==> src/rtl/rf_ctrl_pkg.sv <==
// Shared definitions for the dual-port double-buffer RF sequencing controller.
package rf_ctrl_pkg;

  typedef enum logic [2:0] {
    RF_ST_IDLE  = 3'd0,
    RF_ST_PRIME = 3'd1,
    RF_ST_RUN   = 3'd2,
    RF_ST_SWAP  = 3'd3,
    RF_ST_DRAIN = 3'd4
  } rf_state_e;

endpackage

==> src/rtl/rf_ctrl_addr_cnt.sv <==
// Wrapping bank address counter with pass counting; flags the final address of the final pass.
module rf_ctrl_addr_cnt #(
  parameter int unsigned ADDR_BITWIDTH  = 2,
  parameter int unsigned DEPTH          = 4,
  parameter int unsigned REUSE_BITWIDTH = 4
) (
  input  logic                      clk,
  input  logic                      reset,
  input  logic                      clear,
  input  logic                      advance,
  input  logic [REUSE_BITWIDTH-1:0] passes,
  output logic [ADDR_BITWIDTH-1:0]  addr,
  output logic                      last,
  output logic                      finished
);

  logic [ADDR_BITWIDTH-1:0]  addr_q;
  logic [REUSE_BITWIDTH-1:0] pass_q;
  logic [REUSE_BITWIDTH-1:0] pass_max;
  logic                      fin_q;
  logic                      wrap;

  // A pass count of zero means a single pass.
  always_comb begin
    pass_max = (passes == '0) ? REUSE_BITWIDTH'(1) : passes;
    wrap     = (addr_q == ADDR_BITWIDTH'(DEPTH - 1));
    last     = advance && !fin_q && wrap && (pass_q == (pass_max - REUSE_BITWIDTH'(1)));
  end

  always_ff @(posedge clk) begin
    if (reset || clear) begin
      addr_q <= '0;
      pass_q <= '0;
      fin_q  <= 1'b0;
    end else if (advance && !fin_q) begin
      if (wrap) begin
        addr_q <= '0;
        pass_q <= pass_q + 1'b1;
      end else begin
        addr_q <= addr_q + 1'b1;
      end
      if (last) begin
        fin_q <= 1'b1;
      end
    end
  end

  assign addr     = addr_q;
  assign finished = fin_q;

endmodule

==> src/rtl/rf_iw_dpdb_ctrl.sv <==
// Double-buffer RF sequencer: fills one bank from the GB stream while the other feeds the MAC.
// Optional stall counter output enabled by defining RF_DPDB_CTRL_PERF_EN.
module rf_iw_dpdb_ctrl
  import rf_ctrl_pkg::*;
#(
  parameter int unsigned DATA_BITWIDTH  = 16,
  parameter int unsigned ADDR_BITWIDTH  = 2,
  parameter int unsigned DEPTH          = 4,
  parameter int unsigned REUSE_BITWIDTH = 4,
  parameter int unsigned TILE_BITWIDTH  = 8
) (
  input  logic                      clk,
  input  logic                      reset,
  input  logic                      start,
  input  logic [TILE_BITWIDTH-1:0]  num_tiles,
  input  logic [REUSE_BITWIDTH-1:0] reuse,
  input  logic                      gb_valid,
  input  logic [DATA_BITWIDTH-1:0]  gb_data,
  output logic                      gb_ready,
  output logic                      rf_write_sel,
  output logic                      rf_write_en,
  output logic [ADDR_BITWIDTH-1:0]  rf_w_addr,
  output logic [DATA_BITWIDTH-1:0]  rf_w_data,
  output logic [ADDR_BITWIDTH-1:0]  rf_r_addr,
  output logic                      mac_valid,
  output logic                      mac_last,
  output logic                      busy,
  output logic                      done
`ifdef RF_DPDB_CTRL_PERF_EN
  ,
  output logic [31:0]               perf_stall_cycles
`endif
);

  rf_state_e                 state_q, state_d;
  logic [TILE_BITWIDTH-1:0]  num_tiles_q;
  logic [REUSE_BITWIDTH-1:0] reuse_q;
  logic [TILE_BITWIDTH-1:0]  swap_cnt_q;
  logic                      write_sel_q;
  logic                      mac_valid_q, mac_last_q, done_q, done_d;
  logic                      start_acc, cnt_clear, read_issue, more_tiles;
  logic                      fill_last, fill_fin, drain_last, drain_fin;

  assign start_acc = (state_q == RF_ST_IDLE) && start;
  assign cnt_clear = start_acc || (state_q == RF_ST_SWAP);
  // Swaps so far equal tiles already handed to the read side; one more is loaded in the fill bank.
  assign more_tiles = ({1'b0, swap_cnt_q} + (TILE_BITWIDTH + 1)'(1)) < {1'b0, num_tiles_q};

  rf_ctrl_addr_cnt #(
    .ADDR_BITWIDTH (ADDR_BITWIDTH),
    .DEPTH         (DEPTH),
    .REUSE_BITWIDTH(REUSE_BITWIDTH)
  ) u_fill_cnt (
    .clk     (clk),
    .reset   (reset),
    .clear   (cnt_clear),
    .advance (rf_write_en),
    .passes  (REUSE_BITWIDTH'(1)),
    .addr    (rf_w_addr),
    .last    (fill_last),
    .finished(fill_fin)
  );

  rf_ctrl_addr_cnt #(
    .ADDR_BITWIDTH (ADDR_BITWIDTH),
    .DEPTH         (DEPTH),
    .REUSE_BITWIDTH(REUSE_BITWIDTH)
  ) u_drain_cnt (
    .clk     (clk),
    .reset   (reset),
    .clear   (cnt_clear),
    .advance (read_issue),
    .passes  (reuse_q),
    .addr    (rf_r_addr),
    .last    (drain_last),
    .finished(drain_fin)
  );

  always_ff @(posedge clk) begin
    if (reset) begin
      state_q <= RF_ST_IDLE;
    end else begin
      state_q <= state_d;
    end
  end

  always_comb begin
    state_d = state_q;
    done_d  = 1'b0;
    unique case (state_q)
      RF_ST_IDLE: begin
        if (start) begin
          if (num_tiles == '0) begin
            done_d = 1'b1;
          end else begin
            state_d = RF_ST_PRIME;
          end
        end
      end
      RF_ST_PRIME: if (fill_last) state_d = RF_ST_SWAP;
      RF_ST_SWAP:  state_d = more_tiles ? RF_ST_RUN : RF_ST_DRAIN;
      RF_ST_RUN: begin
        if ((fill_fin || fill_last) && (drain_fin || drain_last)) begin
          state_d = RF_ST_SWAP;
        end
      end
      // drain_fin rises in the cycle the final read's data is on the MAC port.
      RF_ST_DRAIN: begin
        if (drain_fin) begin
          state_d = RF_ST_IDLE;
          done_d  = 1'b1;
        end
      end
      default: state_d = RF_ST_IDLE;
    endcase
  end

  always_comb begin
    gb_ready   = 1'b0;
    read_issue = 1'b0;
    unique case (state_q)
      RF_ST_PRIME: gb_ready = 1'b1;
      RF_ST_RUN: begin
        gb_ready   = !fill_fin;
        read_issue = !drain_fin;
      end
      RF_ST_DRAIN: read_issue = !drain_fin;
      default: ;
    endcase
  end

  always_ff @(posedge clk) begin
    if (reset) begin
      num_tiles_q <= '0;
      reuse_q     <= '0;
      swap_cnt_q  <= '0;
      write_sel_q <= 1'b1;
      mac_valid_q <= 1'b0;
      mac_last_q  <= 1'b0;
      done_q      <= 1'b0;
    end else begin
      if (start_acc) begin
        num_tiles_q <= num_tiles;
        reuse_q     <= reuse;
        swap_cnt_q  <= '0;
        write_sel_q <= 1'b1;
      end else if (state_q == RF_ST_SWAP) begin
        swap_cnt_q  <= swap_cnt_q + 1'b1;
        write_sel_q <= ~write_sel_q;
      end
      mac_valid_q <= read_issue;
      mac_last_q  <= drain_last;
      done_q      <= done_d;
    end
  end

  assign rf_write_en  = gb_valid & gb_ready;
  assign rf_w_data    = gb_ready ? gb_data : '0;
  assign rf_write_sel = write_sel_q;
  assign mac_valid    = mac_valid_q;
  assign mac_last     = mac_last_q;
  assign busy         = (state_q != RF_ST_IDLE);
  assign done         = done_q;

`ifdef RF_DPDB_CTRL_PERF_EN
  logic [31:0] perf_q;

  always_ff @(posedge clk) begin
    if (reset || start_acc) begin
      perf_q <= '0;
    end else if ((state_q == RF_ST_RUN) && drain_fin && !fill_fin && (perf_q != '1)) begin
      perf_q <= perf_q + 32'd1;
    end
  end

  assign perf_stall_cycles = perf_q;
`endif

endmodule
==> config.mk <==
export PLATFORM = sky130hd
export DESIGN_NAME = rf_iw_dpdb_ctrl
export DESIGN_NICKNAME = d
export VERILOG_FILES = /design/src/rtl/rf_ctrl_pkg.sv /design/src/rtl/rf_ctrl_addr_cnt.sv /design/src/rtl/rf_iw_dpdb_ctrl.sv
export SDC_FILE = /design/constraint.sdc
export NUM_CORES = 1
export LEC_CHECK = 0
export ABC_CLOCK_PERIOD_IN_PS = 2770
export BUFFER_PORTS_ARGS = -buffer_cell sky130_fd_sc_hd__buf_2
export CELL_PAD_IN_SITES_DETAIL_PLACEMENT = 1
export CELL_PAD_IN_SITES_GLOBAL_PLACEMENT = 2
export CORE_ASPECT_RATIO = 1.5
export CORE_MARGIN = 8
export CORE_UTILIZATION = 30
export CTS_CLUSTER_SIZE = 40
export DETAILED_ROUTE_END_ITERATION = 6
export PLACE_DENSITY = 0.83
export SYNTH_ARGS = -nofsm -noshare
export SYNTH_HDL_FRONTEND = slang
export SYNTH_SLANG_ARGS = --single-unit
==> constraint.sdc <==
create_clock -name clk -period 2.77 [get_ports clk]
set_clock_uncertainty 0.05 [all_clocks]
set_input_delay 0.1385 -clock clk [delete_from_list [all_inputs] [get_ports clk]]
set_output_delay 0.1385 -clock clk [all_outputs]
set_load 0.05 [all_outputs]
==> run metrics <==
Die Span Y 120 microns; Yosys cell types 42; Synth area leaders dfxtp_1 38%, ha_1 8.1%, nand2_1 5.9%, and2_1 5.2%, nor2_1 5.2%; Clock Tree Root clkbuf_8; Post-CTS Resized 0; Synth area leader dfxtp_1; Area Overhead vs Synth 20.9%; drt pass-1 iters 4; Final ANT Viol Nets 0; 1st-iter DRT viols 61; Final Wtd Congestion between 0.7 and 0.8; Max VDD drop 0.330 mV; number of synthesized flops with an enable pin 0; Cell Rows 38; Worst-Margin Slew 0.540 ns; CTS Buffer Depth 2; Yosys warning count 0; achievable frequency 460 MHz; H-tree levels 2; Skew-Pair Late Insertion Delay 0.29 ns; Syn Inst Count 268; Util after Layout 0.368; total grt overflow 0; leakage between 1 and 1.5 nW; Synth async-reset ratio 0; # nets final 368; WL/cell around 15 microns; clock sinks 41; max-cap violation count 0; CTS tree yes; fin crit period 2.17 ns; Routed WL ~6000 microns; Final Non-Filler Cells 403; slowest stage delay, CP 0.54 ns; Netlist Area Pre-Place 2170 sq um; Final Hold Vio Count 0; I/O Buffers 58; first-pass GRT wire length 9750 microns; via/cell ratio 4.95; status finished clean; CTS clk-pin slew, worst paths ~0.080 ns; Crit Path Class flip-flop to primary output; syn avg cell area about 8.1 sq um; die area 10300 sq um; Slowest-stage cell, CP dfxtp_1; sequential area share after synthesis 0.378; relative slew slack 0.639; Core Region ~7100 sq um; r2r setup slk a little under 0.8 ns; Die Width 85.5 microns; # setup viols final 0; most numerous cell in the Yosys netlist dfxtp_1; via count 1996; Slew Viols, Final 0; # hold bufs at CTS 0; worst path cell trace nor3b_1 > o21a_1 > and2_1 > buf_2; CTS buffer count 5; top cells by count, synth 41 x dfxtp_1, 34 x nand2_1, 30 x nor2_1, 18 x a21oi_1, 18 x and2_1; fin crit share 0.784; Worst setup SP type flip-flop; setup TNS 0 ns; Antenna Cells 0; placed insts 395; DRC 0; initial antenna violation count 0; RSZ-0062 raised after global routing false; Primary FF master, synth dfxtp_1; # IOs 59; CP Data Arrival Time 1.98 ns; share of cells above drive strength 1 0.214; Initial Util 0.304; All-Layer GR Usage 0.116; CP max FO 19; Power Dens Cells roughly 500 nW/um^2; Yosys top cell area share 0.378; dpl hpwl 4630 microns; Worst Path Required 2.58 ns; Synth Register Bits between 40 and 50; Worst setup EP type primary output; hold crit path type primary input to flip-flop; post-synthesis net count 314; post-CTS repair timing setup buffer count 0; largest net degree at the start of global routing 21; vias in the first global route 2056; Hold WS between 0.03 and 0.04 ns
## metal layers
layer	track usage	part of all wire	vias up
met5	0	0	-
met4	0.0330	0.015	0
met3	0.0251	0.028	6
met2	0.221	0.56	23
met1	0.121	0.39	951
li1	-	-	1016
## placed cells by master (no fill, tap or decap), drive strengths merged, types with 2 or more instances in the layout
| cell | n |
|---|---|
| xor2 | 4 |
| mux2i | 6 |
| nand3 | 10 |
| nor3 | 4 |
| a21o | 2 |
| o21a | 3 |
| clkbuf | 7 |
| nor2 | 31 |
| xnor2 | 12 |
| inv | 14 |
| a21oi | 18 |
| or3 | 4 |
| and2 | 18 |
| buf | 58 |
| nor2b | 3 |
| ha | 14 |
| a31oi | 3 |
| a22o | 4 |
| dfxtp | 41 |
| and3 | 3 |
| o22ai | 2 |
| o21ai | 11 |
| nand2 | 34 |
| nor4 | 2 |
| or2 | 2 |
## registers in the layout, indices dropped and copies added, names as in the netlist
register              flops
u_drain_cnt.finished      1
u_fill_cnt.finished       1
reuse_q                   4
u_drain_cnt.addr          2
mac_last                  1
u_fill_cnt.pass_q         4
swap_cnt_q                8
u_fill_cnt.addr           2
rf_write_sel              1
u_drain_cnt.pass_q        4
mac_valid                 1
done                      1
num_tiles_q               8
state_q                   3
## critical path, delay by kind of cell (launching register included)
family | cells | cell delay, ns
buffers and inverters | 1 | 0.27
AO/OA/AOI/OAI | 1 | 0.45
flip-flops | 1 | 0.54
AND/OR/NAND/NOR | 2 | 0.44
## power breakdown
part / internal, mW / switching, mW
Combinational: 0.0654 / 0.130
Sequential: 0.601 / 0.0115
Clock: 0.294 / 0.209
Total: 0.960 / 0.351
## layout make-up
type	instances	area [sq um]
multi-input combinational	202	1240
tap	80	100
timing repair buffer	58	290
inverter	14	52.6
fill	886	4510
sequential	41	821
clock inverter	1	30.0
clock buffer	7	86.3
## cells by family after synthesis
family                   share of synthesized area
AND/OR/NAND/NOR                              0.266
AO/OA/AOI/OAI                                0.134
flip-flops                                   0.378
buffers and inverters                       0.0490
XOR/XNOR                                    0.0646
adder cells (fa/ha/maj)                     0.0807
multiplexers                                0.0277
## per-stage QoR
stage | worst slack, ns | cell area [sq um] | total power, mW
5_1_grt | 0.406 | 2620 | 1.37
4_1_cts | 0.571 | 2620 | 1.33
3_5_place_dp | 0.766 | 2510 | 0.825
6_report | 0.598 | 2620 | 1.31
2_1_floorplan | 0.582 | 2170 | 0.765
3_3_place_gp | 0.853 | 2510 | 0.821
## final timing paths
| kind | from | to | cells after the start |
|---|---|---|---|
| max | state_q[1] | rf_w_data[9] | 4 |
| min | reuse[3] | reuse_q[3] | 3 |
| max reg2reg | u_fill_cnt.addr[0] | state_q[0] | 6 |
| min reg2reg | num_tiles_q[0] | num_tiles_q[0] | 2 |
Power figures use the tool's default switching activity.
